`src/rtl/seq_multiplier.sv`:
```
// Iterative shift-add multiplier: WIDTH x WIDTH -> 2*WIDTH, unsigned or signed per operation.
// One multiplier bit per cycle; valid/ready on both sides, outputs are decodes of registered state.
module seq_multiplier #(
  parameter int unsigned WIDTH = 8
) (
  input  logic                 clk,
  input  logic                 rst_n,
  input  logic                 in_valid,
  output logic                 in_ready,
  input  logic [WIDTH-1:0]     op_a,
  input  logic [WIDTH-1:0]     op_b,
  input  logic                 is_signed,
  output logic                 out_valid,
  input  logic                 out_ready,
  output logic [2*WIDTH-1:0]   res,
  output logic                 busy
);

  localparam int unsigned PW    = 2 * WIDTH;
  localparam int unsigned CNT_W = $clog2(WIDTH);
  localparam logic [CNT_W-1:0] CNT_LAST = CNT_W'(WIDTH - 1);

  typedef enum logic [1:0] {
    ST_IDLE = 2'd0,
    ST_BUSY = 2'd1,
    ST_DONE = 2'd2
  } state_e;

  state_e             state_q, state_d;
  logic [WIDTH-1:0]   mag_a_q, mag_a_d;
  logic [WIDTH-1:0]   mag_b_q, mag_b_d;
  logic               neg_q, neg_d;
  logic [PW-1:0]      acc_q, acc_d;
  logic [CNT_W-1:0]   cnt_q, cnt_d;
  logic [PW-1:0]      res_q, res_d;

  logic               a_neg_c, b_neg_c;
  logic [WIDTH-1:0]   a_mag_c, b_mag_c;
  logic [PW-1:0]      addend_c, acc_sum_c;

  // Operand magnitudes; -2^(WIDTH-1) maps to 2^(WIDTH-1), which still fits unsigned.
  always_comb begin
    a_neg_c = is_signed & op_a[WIDTH-1];
    b_neg_c = is_signed & op_b[WIDTH-1];
    a_mag_c = a_neg_c ? (~op_a) + WIDTH'(1) : op_a;
    b_mag_c = b_neg_c ? (~op_b) + WIDTH'(1) : op_b;
  end

  // One partial product per BUSY cycle.
  always_comb begin
    addend_c  = mag_b_q[cnt_q] ? (PW'(mag_a_q) << cnt_q) : '0;
    acc_sum_c = acc_q + addend_c;
  end

  always_comb begin
    state_d = state_q;
    mag_a_d = mag_a_q;
    mag_b_d = mag_b_q;
    neg_d   = neg_q;
    acc_d   = acc_q;
    cnt_d   = cnt_q;
    res_d   = res_q;
    unique case (state_q)
      ST_IDLE: begin
        if (in_valid) begin
          mag_a_d = a_mag_c;
          mag_b_d = b_mag_c;
          neg_d   = a_neg_c ^ b_neg_c;
          acc_d   = '0;
          cnt_d   = '0;
          state_d = ST_BUSY;
        end
      end
      ST_BUSY: begin
        acc_d = acc_sum_c;
        cnt_d = cnt_q + CNT_W'(1);
        if (cnt_q == CNT_LAST) begin
          res_d   = neg_q ? (~acc_sum_c) + PW'(1) : acc_sum_c;
          state_d = ST_DONE;
        end
      end
      ST_DONE: begin
        if (out_ready) begin
          state_d = ST_IDLE;
        end
      end
      default: state_d = ST_IDLE;
    endcase
  end

  always_ff @(posedge clk or negedge rst_n) begin
    if (!rst_n) begin
      state_q <= ST_IDLE;
      mag_a_q <= '0;
      mag_b_q <= '0;
      neg_q   <= 1'b0;
      acc_q   <= '0;
      cnt_q   <= '0;
      res_q   <= '0;
    end else begin
      state_q <= state_d;
      mag_a_q <= mag_a_d;
      mag_b_q <= mag_b_d;
      neg_q   <= neg_d;
      acc_q   <= acc_d;
      cnt_q   <= cnt_d;
      res_q   <= res_d;
    end
  end

  assign in_ready  = (state_q == ST_IDLE);
  assign out_valid = (state_q == ST_DONE);
  assign busy      = (state_q == ST_BUSY);
  assign res       = res_q;

endmodule

```
`config.mk`:
```
export PLATFORM = sky130hd
export DESIGN_NAME = seq_multiplier
export DESIGN_NICKNAME = d
export VERILOG_FILES = /design/src/rtl/seq_multiplier.sv
export SDC_FILE = /design/constraint.sdc
export NUM_CORES = 1
export LEC_CHECK = 0
export BUFFER_PORTS_ARGS = -buffer_cell sky130_fd_sc_hd__buf_2
export CAP_MARGIN = 15
export CORE_MARGIN = 10
export CORE_UTILIZATION = 36
export CTS_BUF_LIST = sky130_fd_sc_hd__clkbuf_2
export DETAILED_ROUTE_END_ITERATION = 7
export GPL_TIMING_DRIVEN = 0
export SETUP_SLACK_MARGIN = 0.1
export SYNTH_ARGS = -nofsm -noshare
export SYNTH_HDL_FRONTEND = slang
export SYNTH_SLANG_ARGS = --single-unit
```
`constraint.sdc`:
```
create_clock -name clk -period 4.4 [get_ports clk]
set_input_delay 0.44 -clock clk [delete_from_list [all_inputs] [get_ports clk]]
set_output_delay 0.44 -clock clk [all_outputs]
set_load 0.02 [all_outputs]
```
# Yosys cells after proc, flatten, opt, wreduce, memory -nomap -nowiden
# Cells that the tools add are included.
[classes] reduce_logical=6 magnitude_cmp=1 mux=14 multipliers=0 n_eq_ne=6 n_addsub=5 shifts=1 div=0 bitwise=6
[ops] op="$mux W16" n=3
[ops] op="$pmux W16 S2" n=1
[ops] op="$add A16 B1 Y16 const B" n=1
[ops] op="$add A16 B16 Y16" n=1
[ops] op="$add A8 B1 Y8 const B" n=2
[ops] op="$mux W8" n=2
[ops] op="$not A16 Y16" n=1
[ops] op="$not A8 Y8" n=2
[ops] op="$shl A8 B3 Y16" n=1
[ops] op="$mux W2" n=3
[ops] op="$pmux W2 S3" n=1
[ops] op="$pmux W3 S2" n=1
[ops] op="$reduce_and A2 Y1" n=3
[ops] op="$lt A3 B4 Y1 const B" n=1
[ops] op="$ne A2 B1 Y1 const B" n=2
[ops] op="$add A3 B1 Y3 const B" n=1
[ops] op="$bmux W1 S3" n=1
[ops] op="$eq A3 B3 Y1 const B" n=1
[ops] op="$mux W3" n=1
[ops] op="$reduce_and A3 Y1" n=1
[ops] op="$and A1 B1 Y1" n=2
[ops] op="$eq A2 B1 Y1 const B" n=1
[ops] op="$eq A2 B2 Y1 const B" n=1
[ops] op="$logic_not A2 Y1" n=1
[ops] op="4 further kinds" n=4
[totals] inputBits=21 out_inout_bits=19 n_memories=0 latchBits=0 reg_bits=54 elab_cells=46 mem_bits_ro=0 ramBits=0

# Depth between registers and ports, before layout
[depth] ltp_word=7 mapped_depth=18 mapped_depth_nobuf=16

# Least setup slack after synthesis
# No wires, ideal clock.
[synth_timing] kind="register -> register" from="register cnt_q[0]" to="register res_q[15], in the netlist res[15]" t_arrival_ns=3.769 setup_time_ns=0.121 period_less_slack_ns=3.890 n_path_buf=2 stages_incl_launch_ff=17 required_ns=4.279 setup_slack_ns=0.510 cell_sequence="dfrtp_1 clkbuf_1 mux4_2 nand2_1 and2_1 clkbuf_1 a21oi_1 ha_1 a21o_1 a221oi_4 a21oi_4 nor2_4 xor2_2 nand4b_2 o41ai_2 xnor2_1 o21ai_1"
[synth_via] elab_chain_cells=7 word_cells_on_any_way=10 cone_classes="add/sub: 2; eq/ne: 1; shift: 1; mux: 4; bitwise: 1; reduce/logical: 1"
[synth_lines] element="start, declared" line="34" rtl="logic [CNT_W-1:0] cnt_q, cnt_d;"
[synth_lines] element="start signal, assigned" line="106" rtl="cnt_q <= cnt_d;"
[synth_lines] element="$bmux W1 S3" line="51" rtl="addend_c = mag_b_q[cnt_q] ? (PW'(mag_a_q) << cnt_q) : '0;"
[synth_lines] element="$mux W1 (implied by the code)" line="51"
[synth_lines] element="$mux W16" line="51"
[synth_lines] element="$add A16 B16 Y16" line="52" rtl="acc_sum_c = acc_q + addend_c;"
[synth_lines] element="$not A16 Y16" line="78" rtl="res_d = neg_q ? (~acc_sum_c) + PW'(1) : acc_sum_c;"
[synth_lines] element="$add A16 B1 Y16" line="78"
[synth_lines] element="$mux W16" line="78"
[synth_lines] element="end signal, assigned" line="107" rtl="res_q <= res_d;"
[synth_lines] element="end, declared" line="35" rtl="logic [PW-1:0] res_q, res_d;"
# Several ways; a longest one is shown, not always the timed one. The select of a mux whose other input is x is not followed.
# A chain may end at the register's enable or synchronous reset.

# Final worst setup path
# Ends and elaborated chain as after synthesis.

==> flow_metrics.env <==
export IMPL_met2_usage=0.2140
export IMPL_die_h_um=122.1
export IMPL_yosysMostFrequentCell="nand2_1"
export IMPL_io_pins=40
export IMPL_p_leak_uw=0.002020
export IMPL_switching_share=0.4973
export IMPL_drt_iter0_markers=107
export IMPL_grt_first_pass_wirelength_mm=15.10
export IMPL_h_tree_depth=2
export IMPL_die_w_um=122.1
export IMPL_required_ns=4.78
export IMPL_power_frac_seq=0.254
export IMPL_synth_area_um2=3755
export IMPL_cp_arrival_ns=4.47
export IMPL_grtUsageTotal=0.1229
export IMPL_rows=37
export IMPL_ys_seq_area_frac=0.3599
export IMPL_clk_latency_ns=0.45
export IMPL_timing_hold_violations_final=0
export IMPL_cts_sinks=54
export IMPL_dpl_instance_area_um2=4135
export IMPL_yosysWarnings=0
export IMPL_ys_async_sr_fraction=1.000
export IMPL_synth_top_area_cell="dfrtp_1"
export IMPL_via_count=3143
export IMPL_yosysUniqueCellTypes=55
export IMPL_clk_pin_slew_ns=0.26
export IMPL_fmax_mhz=244.4
export IMPL_pwr_share_clk=0.058
export IMPL_period_needed_ns=4.091
export IMPL_grt_max_degree=31
export IMPL_drv_cap=0
export IMPL_overflow=0
export IMPL_die_area_um2=14920
export IMPL_rsz0062_at_grt="false"
export IMPL_place_ws_ns=-0.09820
export IMPL_postRouteAntennaNets=0
export IMPL_synthCells=431
export IMPL_cts_buffer_depth=2
export IMPL_layout_drive_gt1_share=0.1906
export IMPL_cts_tree="done"
export IMPL_diodes=0
export IMPL_status="finished, final reports clean"
export IMPL_ys_ff_latch=54
export IMPL_nets=529
export IMPL_final_area_um2=4298
export IMPL_synth_top_area_share=0.3599
export IMPL_synth_ff_type="dfrtp_1"
export IMPL_crit_fanout=9
export IMPL_first_pass_iters=4
export IMPL_cts_buffers=5
export IMPL_start_util=0.3670
export IMPL_hold_ws_ns=0.1351
export IMPL_grt_busiest_layer="met2"
export IMPL_max_slew_margin=0.5777
export IMPL_synth_area_leaders="dfrtp_1 (36%), ha_1 (6.7%), nand2_1 (6.6%)"
export IMPL_worst_pin_slew_ns=0.6334
export IMPL_gp_congestion=0.8663
export IMPL_endpoint_kind="flop"
export IMPL_vias_per_cell=5.037
export IMPL_post_route_drc_count=0
export IMPL_cts_root_buf="clkbuf_2"
export IMPL_grt_pass1_vias=3132
export IMPL_yosys_top_cells_count="nand2_1 (66), dfrtp_1 (54), o21ai_0 (42), nor2_1 (31), nand3_1 (30)"
export IMPL_setup_viol=0
export IMPL_syn_avg_cell_area_um2=8.712
export IMPL_fin_crit_sh=0.9298
export IMPL_finalCoreUtilization=0.4201
export IMPL_hpwl_mm=7.437
export IMPL_n_fill_cell=1055
export IMPL_coreArea_um2=10230
export IMPL_timing_final_ws_setup_ns=0.3089
export IMPL_io_buffers=38
export IMPL_synth_edf_count=0
export IMPL_slew_viol_final=0
export IMPL_finalClockSkew_ns=0.03824
export IMPL_crit_type="reg -> reg"
export IMPL_internal_power_uw=1677
export IMPL_area_growth_pct=14.46
export IMPL_p_sw_uw=1659
export IMPL_grt_use_met3=0.02544
export IMPL_syn_nets=473
export IMPL_power_density_nw_per_um2=776.3
export IMPL_peakVddDrop_mv=0.2421
export IMPL_antenna_found_initial=0
export IMPL_wl_mm=9.241
export IMPL_pwr_share_comb=0.688
export IMPL_startpoint_type="flop"
export IMPL_wl_per_cell_um=14.81
export IMPL_holdCritPathClass="in -> reg"
export IMPL_grtUsageMet1=0.1538
layer usage:
layer  vias up  share of wire
li1       1618              -
met1      1465           0.47
met2        53           0.48
met3         7          0.043
met4         0         0.0058
met5         -              0
critical path, cell delays in order, from the launching register on:
cell and delay (ns):
dfrtp_1 0.41, clkbuf_4 0.22, mux4_2 0.52, nand2_1 0.16, and2_1 0.14, clkbuf_2 0.16, nor2_1 0.08, ha_1 0.36
and3_1 0.25, a221oi_4 0.37, a21oi_4 0.13, mux2i_1 0.14, o311a_1 0.17, nand4b_2 0.26, o41ai_2 0.40, xnor2_1 0.17
o21ai_1 0.07
registers in the layout (all words and copies together), names as in the netlist:
signal   flops
mag_b_q      8
state_q      2
neg_q        1
acc_q       16
mag_a_q      8
res         16
cnt_q        3
logic make-up after synthesis:
kind of cell / synth area share
XOR/XNOR: 0.08997
AND/OR/NAND/NOR: 0.2003
buffers and inverters: 0.04065
AO/OA/AOI/OAI: 0.1889
multiplexers: 0.04832
flip-flops: 0.3599
adder cells (fa/ha/maj): 0.07198
power groups by stage:
stage                     Clock, µW  Sequential, µW  Combinational (µW)
after floorplan                   0             903                1590
after global placement            0             850                2090
after detailed placement          0             861                2150
after CTS                       203             849                2170
after global routing            224             877                2560
final                           192             847                2300
path summary, 6_finish.rpt:
path                             from         end  slack [ns]  cells after the start
hold reg to reg            mag_b_q[7]  mag_b_q[7]        0.51                      2
min in group asynchronous       rst_n      res[2]        0.46                      2
max in group asynchronous       rst_n    cnt_q[1]        3.37                      3
setup / recovery             cnt_q[0]     res[15]        0.31                     16
hold / removal              out_ready  state_q[1]        0.14                      2
setup reg to reg             cnt_q[0]     res[15]        0.31                     16
per-stage QoR:
stage,total power (µW),TNS (ns),instances
floorplan,2490,0,431
global placement,2938,-0.01819,605
detailed placement,3009,-0.1442,606
CTS,3219,0,615
global route,3664,0,624
finish,3336,0,624
final cells by class:
type	instances	area, µm²	area share
plain buffers	19	103.9	0.02416
inverters	15	56.30	0.01310
multi-input cells	343	2287	0.5322
clock buffers	5	25.02	0.005822
flip-flops and latches	54	1351	0.3144
well taps	136	170.2	0.03959
repair buffers	49	287.8	0.06696
clock inverters	3	16.27	0.003785
repair_timing:
item,CTS,global route
resized for setup,3,10
hold buffers,1,0
endpoints found under the setup margin,6,7
endpoints found under the hold margin,24,0
buffers inserted,0,9
gates cloned,0,0
pin swaps,0,4
layout by cell type (no fill, tap or decap), types with 8 or more instances in the layout:
cell	instances
o21ai_1	15
buf_4	9
clkbuf_1	12
inv_1	14
mux2i_1	8
buf_2	39
nand2_1	65
a21oi_1	17
nand3_1	30
o21ai_0	42
xnor2_1	20
dfrtp_1	54
xor2_1	11
ha_1	19
nor2_1	31
Power figures use the tool's default switching activity.
